**config.mk**
```make
export PLATFORM = sky130hd
export DESIGN_NAME = tis_out_sink
export DESIGN_NICKNAME = d
export VERILOG_FILES = /design/src/rtl/tis_out_sink.sv
export SDC_FILE = /design/constraint.sdc
export NUM_CORES = 1
export LEC_CHECK = 0
export CORE_ASPECT_RATIO = 1.75
export CORE_MARGIN = 5
export CORE_UTILIZATION = 30
export CTS_CLUSTER_SIZE = 20
export DETAILED_ROUTE_END_ITERATION = 8
export SLEW_MARGIN = 20
export SYNTH_ARGS = -nofsm -noshare
export SYNTH_HDL_FRONTEND = slang
export SYNTH_SLANG_ARGS = --single-unit
export TNS_END_PERCENT = 20
```
**constraint.sdc**
```tcl
create_clock -name clk -period 5.9 [get_ports clk]
set_input_delay 0.885 -clock clk [delete_from_list [all_inputs] [get_ports clk]]
set_output_delay 0.885 -clock clk [all_outputs]
set_load 0.01 [all_outputs]
```
**src/rtl/tis_out_sink.sv**
```systemverilog
// Host-side sink for a TIS-100 node output handshake: captures {lane, value}
// into a show-ahead circular FIFO and answers each accepted write with a one-cycle ackw.
module tis_out_sink #(
  parameter int DEPTH = 4,
  parameter int AW    = 2
) (
  input  logic          clk,
  input  logic          reset,
  input  logic          ack,
  input  logic [1:0]    wr_port,
  input  logic [7:0]    out0,
  input  logic [7:0]    out1,
  input  logic [7:0]    out2,
  input  logic [7:0]    out3,
  output logic          ackw,
  input  logic          rd_en,
  output logic [7:0]    rd_data,
  output logic [1:0]    rd_port,
  output logic          empty,
  output logic          full,
  output logic [AW:0]   count
);

  localparam int DATA_W = 8;
  localparam logic [AW:0] FULL_CNT = (AW+1)'(DEPTH);

  typedef enum logic [1:0] {
    IDLE = 2'd0,
    ACK  = 2'd1,
    DROP = 2'd2
  } state_t;

  state_t              state;
  state_t              state_nxt;
  logic                push;
  logic                pop;
  logic [DATA_W-1:0]   lane_data;
  logic [AW-1:0]       wr_ptr;
  logic [AW-1:0]       rd_ptr;
  logic [AW:0]         count_q;
  logic [DATA_W-1:0]   data_mem [DEPTH];
  logic [1:0]          port_mem [DEPTH];

  always_comb begin
    lane_data = out0;
    case (wr_port)
      2'd0:    lane_data = out0;
      2'd1:    lane_data = out1;
      2'd2:    lane_data = out2;
      default: lane_data = out3;
    endcase
  end

  // Handshake: full is the registered flag, so a pop in the same cycle
  // cannot make room for this cycle's push.
  always_comb begin
    state_nxt = state;
    push      = 1'b0;
    case (state)
      IDLE: begin
        if (ack && !full) begin
          push      = 1'b1;
          state_nxt = ACK;
        end
      end
      ACK:  state_nxt = DROP;
      DROP: begin
        if (!ack) state_nxt = IDLE;
      end
      default: state_nxt = IDLE;
    endcase
  end

  assign pop = rd_en && !empty;

  always_ff @(posedge clk) begin
    if (reset) begin
      state   <= IDLE;
      ackw    <= 1'b0;
      wr_ptr  <= '0;
      rd_ptr  <= '0;
      count_q <= '0;
    end else begin
      state <= state_nxt;
      ackw  <= push;
      if (push) wr_ptr <= wr_ptr + AW'(1);
      if (pop)  rd_ptr <= rd_ptr + AW'(1);
      case ({push, pop})
        2'b10:   count_q <= count_q + (AW+1)'(1);
        2'b01:   count_q <= count_q - (AW+1)'(1);
        default: count_q <= count_q;
      endcase
    end
  end

  // Storage is data only and deliberately left out of reset.
  always_ff @(posedge clk) begin
    if (push) begin
      data_mem[wr_ptr] <= lane_data;
      port_mem[wr_ptr] <= wr_port;
    end
  end

  assign rd_data = data_mem[rd_ptr];
  assign rd_port = port_mem[rd_ptr];
  assign count   = count_q;
  assign empty   = (count_q == '0);
  assign full    = (count_q == FULL_CNT);

endmodule

```
# Word-level counts from Yosys, hierarchy flattened
# Memories as Yosys holds them, arrays and structs flattened. A register that Yosys moved wholly into a read port is not among the register bits.
# Cells that the tools add are included.
# Widths: inputs -> output; s select.
word_totals:
  elab_cells: 42
  memories: 2
  mem_bits_rw: 40
  register_bits: 10
  romBits: 0
  latchBits: 0
  inputBits: 38
mem_list:
  columns: ["memory", "words", "word_bits", "read_ports", "rd_ports_with_merged_regs", "wr", "line_no", "rtl"]
  rows:
  - ["data_mem", 4, 8, 1, 1, 1, "41", "logic [DATA_W-1:0] data_mem [DEPTH];"]
  - ["port_mem", 4, 2, 1, 1, 1, "42", "logic [1:0] port_mem [DEPTH];"]
classes:
  mul: 0
  shifts: 0
  n_lt_le_gt_ge: 0
  bitwise_logic: 0
  div_mod_pow: 0
  reduce_logical: 9
  n_eq_ne: 9
  mux: 13
  n_addsub: 4
ops:
  columns: ["operator", "count"]
  rows:
  - ["$pmux 8 s3", 1]
  - ["$mux 2", 6]
  - ["$eq 2x1->1 const B", 3]
  - ["$eq 2x2->1 const B", 3]
  - ["$pmux 2 s3", 1]
  - ["$pmux 3 s2", 1]
  - ["$add 2x1->2 const B", 2]
  - ["$logic_not 2->1", 2]
  - ["$mux 1", 4]
  - ["$ne 2x2->1 const B", 2]
  - ["$add 3x1->3 const B", 1]
  - ["$eq 3x3->1 const B", 1]
  - ["$logic_not 3->1", 1]
  - ["$sub 3x1->3 const B", 1]
  - ["$logic_and 1x1->1", 2]
  - ["$logic_not 1->1", 2]
  - ["$reduce_and 2->1", 1]
  - ["$reduce_bool 2->1", 1]

# Depth between registers and ports, before layout
# Gate-level depths: netlist of the first run.
logic_depth:
  word_depth: 7
  ltp_mapped: 9
  mapped_depth_nobuf: 9

# Worst setup path after synthesis of the first run
# Ideal clock, no wire load.
synth_path:
  path_type: "in2reg"
  start: "input ack"
  end: "register count_q[2] (netlist: count[2])"
  t_arrival_ns: 2.237
  path_stages: 8
  required_ns: 5.829
  slack_ns: 3.593
  n_path_buf: 0
  cell_sequence: "nor4b_4 inv_1 ha_1 inv_1 fa_1 xor2_1 or3_1 a21oi_1"
synth_between:
  elab_chain_len: 5
  word_cells_on_any_way: 7
  classes_between: "eq/ne (2); mux (3); reduce/logical (2)"
synth_lines:
  columns: ["item", "line_no", "rtl"]
  rows:
  - ["start, declared", "9", "input logic ack,"]
  - ["$logic_and 1x1->1 (*)", "61", "if (ack && !full) begin"]
  - ["$mux 1 (*)", "61", null]
  - ["$mux 1 (*)", "59", "case (state)"]
  - ["$eq 2x1->1 / $eq 2x2->1 (equally long branches)", "88", "case ({push, pop})"]
  - ["$pmux 3 s2 / $reduce_bool 2->1 (equally long branches)", null, null]
  - ["end signal, assigned", "89", "2'b10: count_q <= count_q + (AW+1)'(1);"]
  - ["end signal, assigned", "90", "2'b01: count_q <= count_q - (AW+1)'(1);"]
  - ["end signal, assigned", "91", "default: count_q <= count_q;"]
  - ["end, declared", "40", "logic [AW:0] count_q;"]
# Every way passes the cells marked *; elsewhere a longest branch is shown, timed or not.
# A chain may end at the register's enable or synchronous reset.

==> impl_metrics.py, run 1 <==
metrics = {
    "run_status": {
        "status": "complete, no violations",
    },
    "setup_path": {
        "r2r-end": "count[2]",
        "critPathKind": "reg -> out",
        "crit_fanout": 10,
        "cp_slowest_stage_delay_ps": 750,
        "ff2ff_path_depth": 9,
        "arrival_ps": 2150,
        "crit_chain": "mux4_2 -> clkdlybuf4s50_1",
        "endpoint": "rd_data[2]",
        "reg2reg_from": "count[0]",
        "path_buf_inv": 1,
        "start_kind": "flip-flop",
        "cp.depth": 2,
        "required_ps": 5020,
        "crit_family": "flip-flops",
        "rrSetupSlack_ps": 3670,
        "crit_path_end_kind": "output port",
        "slowest_stage": "dfxtp_1",
    },
    "cells_and_area": {
        "fin_cells": 265,
        "diodes": 0,
        "area_delta_synth_final_pct": 34.37,
        "final_nets": 222,
        "drive_gt1_share_pct": 16.20,
        "final_cell_area_um2": 2974,
        "n_fill_cell": 665,
    },
    "die": {
        "dieArea_um2": 9264,
        "ios": 54,
        "coreArea_um2": 7233,
        "fp.dieW_um": 74.93,
        "initial_core_util_pct": 30.60,
        "die_h_um": 123.6,
        "rows": 41,
    },
    "clocking": {
        "cts-hold-fix-buffers": 0,
        "clk_pin_slew_ps": 70,
        "cts.htree.levels": 2,
        "cts_resized": 0,
        "cts_buffer_depth": 2,
        "clk-insertion-delay-late_ps": 290,
        "numClockSinks": 52,
        "cts_root_buffer": "clkbuf_16",
        "cts_made_buffers": 5,
        "cts_post_setup_buffers_inserted": 0,
        "cts_tree": "built",
    },
    "detailed_routing": {
        "avgViaCountPerCell": 4.694,
        "wl_per_cell_um": 16.20,
        "antenna_left": 0,
        "first_pass_iters": 4,
        "vias": 1244,
        "dr.first_iter.drc_count": 78,
        "finalWirelength_um": 4292,
        "drc": 0,
    },
    "timing": {
        "hold_viol_final": 0,
        "setup_tns_ps": 0,
        "fmax_mhz": 329.9,
        "finalWorstPathRequiredPeriod_ps": 3031,
        "slew_viol_final": 0,
        "rsz0062_at_grt": "false",
        "slew_headroom_pct": 48.39,
        "fin_skew_ps": 4.946,
        "timing.hold.ws_ps": 498.0,
        "tightestPinTransition_ps": 771.7,
        "final-setup-viol-count": 0,
        "fin_crit_sh_pct": 51.38,
    },
    "pwr": {
        "seqPwrFrac_pct": 44.7,
        "switching_share_pct": 27.69,
        "powerDensity_nw_per_um2": 376.2,
        "p_clk_share_pct": 25.1,
        "p_int_mw": 0.8090,
        "pwr-share-comb_pct": 30.2,
        "ir_drop_v": 0.0001916,
        "p_switching_mw": 0.3098,
        "leakage_nw": 0.9888,
    },
    "synthesis": {
        "synth_edf_count": 40,
        "netlist_top_cells_area": "edfxtp_1 (54%), mux4_2 (18%), dfxtp_1 (11%), ha_1 (2.8%), nor2_1 (1.4%)",
        "seq_area_frac_synth_pct": 65.12,
        "yosysWarnings": 0,
        "async_reset_ff_share_pct": 0,
        "postSynthCellCount": 123,
        "syn_area_um2": 2213,
        "yosys.cell_count.top_type": "edfxtp_1",
        "synth_area_leader_cell": "edfxtp_1",
        "syn_nets": 167,
        "synth_cell_types": 25,
        "ys_ff_latch": 52,
        "avgSynthCellArea_um2": 17.99,
        "synth_top_area_share_pct": 54.27,
        "synth_common_cells": "edfxtp_1 (40), mux4_2 (18), dfxtp_1 (12)",
        "ys.flop_type": "edfxtp_1",
    },
    "grt": {
        "antenna_found_initial": 0,
        "grt_max_degree": 17,
        "met3_usage_pct": 3.069,
        "gr-usage-met2_pct": 17.36,
        "overflow": 0,
        "grt_use_total_pct": 10.09,
        "globalRouteMet1Util_pct": 11.34,
        "grt_pass1_wl_um": 6762,
        "first_global_vias": 1386,
        "top_usage_layer": "met2",
    },
    "placement": {
        "hpwl_um": 3189,
        "post_dp_cell_area_um2": 2830,
        "place_inst": 257,
        "place.gp.congestion": 0.7218,
        "io_buffer_count": 53,
    },
    "job": {
        "cap_violations": 0,
    },
    "worst_hold_path": {
        "min_path_type": "reg -> reg",
    },
}
==> cell type report <==
type,instances,area [um^2],share of cell area [%]
Clock buffer,5,125.1,4.207
Clock inverter,3,18.77,0.6310
Inverter,7,26.28,0.8835
Multi-Input combinational cell,59,724.4,24.36
Sequential cell,52,1441,48.46
Tap cell,86,107.6,3.618
Timing Repair Buffer,53,530.5,17.84
==> power by group through the flow <==
stage | sequential, mW | combinational, mW | clock [mW]
4_1_cts | 0.503 | 0.347 | 0.285
3_3_place_gp | 0.510 | 0.344 | 0
6_report | 0.500 | 0.338 | 0.281
2_1_floorplan | 0.482 | 0.206 | 0
5_1_grt | 0.509 | 0.369 | 0.299
3_5_place_dp | 0.510 | 0.345 | 0
==> stage by stage <==
| step | total power, mW | worst slack (ps) | utilization, % |
|---|---|---|---|
| 5_1_grt | 1.177 | 2735 | 41.12 |
| 3_3_place_gp | 0.8536 | 2977 | 39.13 |
| 2_1_floorplan | 0.6883 | 3593 | - |
| 3_5_place_dp | 0.8550 | 2890 | 39.13 |
| 4_1_cts | 1.135 | 2781 | 41.12 |
| 6_report | 1.119 | 2869 | 41.12 |
==> tightest hold or removal path: cells and delay by family, from the launching register on <==
family          cells  cell delay, ps
compound gates      2             140
flops               1             310
==> layout by cell type (no fill, tap or decap) <==
cell / netlist / layout
a21oi_1: 3 / 3
nor4b_4: 1 / 1
clkbuf_16: 0 / 5
edfxtp_1: 40 / 40
mux2i_1: 1 / 1
nor3_1: 1 / 1
nor2b_1: 2 / 2
nand2_1: 2 / 2
and2_1: 4 / 4
inv_1: 7 / 7
ha_1: 5 / 5
mux4_2: 18 / 18
nand2b_1: 2 / 2
dfxtp_1: 12 / 12
mux2_4: 1 / 1
nor3b_2: 1 / 1
clkdlybuf4s50_1: 0 / 53
o21ai_0: 2 / 2
nor2_1: 8 / 8
clkinv_1: 0 / 1
or3_1: 2 / 2
clkinvlp_4: 0 / 2
fa_1: 1 / 1
o31ai_1: 1 / 1
xor2_1: 3 / 3
mux2_2: 1 / 1
==> sequential cells by signal (all words and copies together) (netlist names), named ones only <==
signal	flops
ackw	1
count	3
data_mem	32
port_mem	8
rd_ptr	2
state	2
wr_ptr	2
==> cell families after synthesis <==
kind of cell	count (synthesis)	synth area share (%)
xor gates and xnor gates	3	1.187
AOI/OAI and AO/OA	6	1.470
muxes	21	19.95
buffers and inverters	12	2.148
DFF	52	65.12
and+or+nand+nor	23	6.387
adders and majority gates	6	3.731
==> worst min-delay path by stage <==
stage / startpoint / end / slack [ps] / depth (start not counted)
final: rd_ptr[1] / rd_ptr[1] / 500 / 2
after CTS: rd_ptr[1] / rd_ptr[1] / 500 / 2
after global routing: rd_ptr[0] / rd_ptr[0] / 550 / 2
after floorplan: rd_ptr[1] / flip-flop / 460 / 2
after global placement: rd_ptr[1] / rd_ptr[1] / 480 / 2
after detailed placement: rd_ptr[1] / flip-flop / 490 / 2
==> layer usage <==
layer | up-vias | routed length (um) | share of wire (%)
met1 | 612 | 1629 | 38
met3 | 6 | 307 | 7.2
li1 | 585 | - | -
met4 | 0 | 76 | 1.8
met5 | - | 0 | 0
met2 | 41 | 2278 | 53
(Power assumes the default switching activity.)
==> run 2: changes to the inputs <==
==> constraint.sdc (replaced) <==
create_clock -name clk -period 2.7 [get_ports clk]
set_input_delay 0.405 -clock clk [delete_from_list [all_inputs] [get_ports clk]]
set_output_delay 0.405 -clock clk [all_outputs]
set_load 0.01 [all_outputs]
==> run 2 against run 1 <==
Against the previous run:
- register-to-register slack lost 3100 ps
- non-clock buffer count rose by 3
- critical path depth increased by 1
- clock skew down 1.5 ps
- cell area is 1.4% higher
- sequential power is 110% higher
- clock power grew 150%
- setup slack worse by 2400 ps
- wire length increased by 1.6%
- sequential share of layout area down 0.68 points
- core utilization grew 0.59 points
- critical endpoint is now rd_data[3]
- highest routed layer unchanged
==> impl_metrics.py, run 2 (synthesis gave the netlist of run 1 again) <==
metrics = {
    "clocking": {
        "cts_root_buffer": "clkbuf_16",
        "cts_tree": "built",
        "cts-hold-fix-buffers": 0,
        "cts_post_setup_buffers_inserted": 0,
        "clk_pin_slew_ps": 60,
        "cts_made_buffers": 5,
        "cts_resized": 0,
        "cts_buffer_depth": 2,
        "numClockSinks": 52,
        "cts.htree.levels": 2,
        "clk-insertion-delay-late_ps": 280,
    },
    "detailed_routing": {
        "first_pass_iters": 3,
        "drc": 0,
        "finalWirelength_um": 4362,
        "wl_per_cell_um": 16.28,
        "avgViaCountPerCell": 4.672,
        "dr.first_iter.drc_count": 81,
        "vias": 1252,
        "antenna_left": 0,
    },
    "pwr": {
        "ir_drop_v": 0.0004685,
        "powerDensity_nw_per_um2": 844.2,
        "p_total_mw": 2.547,
        "leakage_nw": 1.021,
    },
    "setup_path": {
        "critPathKind": "reg -> out",
        "crit_path_end_kind": "output port",
        "path_buf_inv": 2,
        "cp_slowest_stage_delay_ps": 540,
        "required_ps": 2300,
        "arrival_ps": 1870,
        "crit_fanout": 10,
        "crit_family": "buffers and inverters",
        "slowest_stage": "mux4_2",
        "crit_chain": "buf_4 -> mux4_2 -> clkdlybuf4s50_1",
        "start_kind": "flip-flop",
    },
    "grt": {
        "grt_max_degree": 16,
        "overflow": 0,
        "grt_pass1_wl_um": 6665,
        "first_global_vias": 1302,
        "antenna_found_initial": 0,
        "grt_use_total_pct": 9.925,
    },
    "timing": {
        "fin_skew_ps": 3.445,
        "rsz0062_at_grt": "false",
        "slew_viol_final": 0,
        "timing.hold.ws_ps": 501.6,
        "fin_crit_sh_pct": 84.44,
        "finalWorstPathRequiredPeriod_ps": 2280,
        "hold_viol_final": 0,
        "final-setup-viol-count": 0,
        "fmax_mhz": 438.6,
        "tightestPinTransition_ps": 638.4,
        "slew_headroom_pct": 57.31,
        "setup_tns_ps": 0,
    },
    "die": {
        "fp.dieW_um": 74.93,
        "coreArea_um2": 7233,
        "die_h_um": 123.6,
        "initial_core_util_pct": 30.60,
        "ios": 54,
        "rows": 41,
        "dieArea_um2": 9264,
    },
    "cells_and_area": {
        "fin_util_pct": 41.71,
        "fin_cells": 268,
        "largest_reg_flops": 32,
        "drive_gt1_share_pct": 17.58,
        "area_delta_synth_final_pct": 36.29,
        "n_fill_cell": 659,
        "final_nets": 225,
        "top_register": "data_mem",
        "diodes": 0,
        "layout.cells.most_common_list": "clkdlybuf4s50_1 (53), edfxtp_1 (40), mux4_2 (18)",
        "final_common_cell": "clkdlybuf4s50_1",
    },
    "placement": {
        "hpwl_um": 3191,
        "io_buffer_count": 53,
        "place_inst": 260,
        "place.gp.congestion": 0.7026,
    },
    "run_status": {
        "status": "complete, no violations",
    },
    "worst_hold_path": {
        "min_path_type": "reg -> reg",
    },
    "job": {
        "cap_violations": 0,
    },
}
==> run 2: final timing paths <==
| path | from | endpoint | slack (ps) | depth (start not counted) |
|---|---|---|---|---|
| worst max-delay path | flip-flop | rd_data[3] | 420 | 3 |
| worst min-delay path | rd_ptr[1] | rd_ptr[1] | 500 | 2 |
| worst max register to register | count[2] | count[2] | 580 | 9 |
| worst min register to register | rd_ptr[1] | rd_ptr[1] | 500 | 2 |
==> run 2: worst register-to-register path: stages, from the launching register on <==
cell and delay [ps]:
dfxtp_1 420, nor3b_2 310, nor4b_4 80, inv_1 60
ha_1 170, inv_1 60, fa_1 370, xor2_1 150
or3_1 300, a21oi_1 130
==> run 2: cell type report <==
class | instances | area, um^2 | area share [%]
repair buffers | 56 | 553.0 | 18.33
flip-flops and latches | 52 | 1441 | 47.78
well taps | 86 | 107.6 | 3.567
multi-input cells | 59 | 724.4 | 24.01
clock buffers | 6 | 128.9 | 4.272
clock inverters | 2 | 35.03 | 1.161
inverters | 7 | 26.28 | 0.8710
==> run 2: layer usage <==
metal	vias to the layer above	part of all wire [%]	GRT usage [%]
li1	589	-	-
met1	615	36	10.71
met2	42	55	18.01
met3	6	7.7	2.827
met4	0	1.4	3.341
met5	-	0	0
==> run 2: report_power, final <==
group / internal [mW] / switching (mW)
logic: 0.461 / 0.341
clock network: 0.436 / 0.260
registers: 0.982 / 0.0679
==> run 2: through the flow <==
| stage | instance area (um^2) | worst slack, ps |
|---|---|---|
| floorplan | 2213 | 528.8 |
| global placement | 2853 | 402.0 |
| detailed placement | 2853 | 364.2 |
| CTS | 3017 | 391.5 |
| global route | 3017 | 363.7 |
| finish | 3017 | 420.0 |
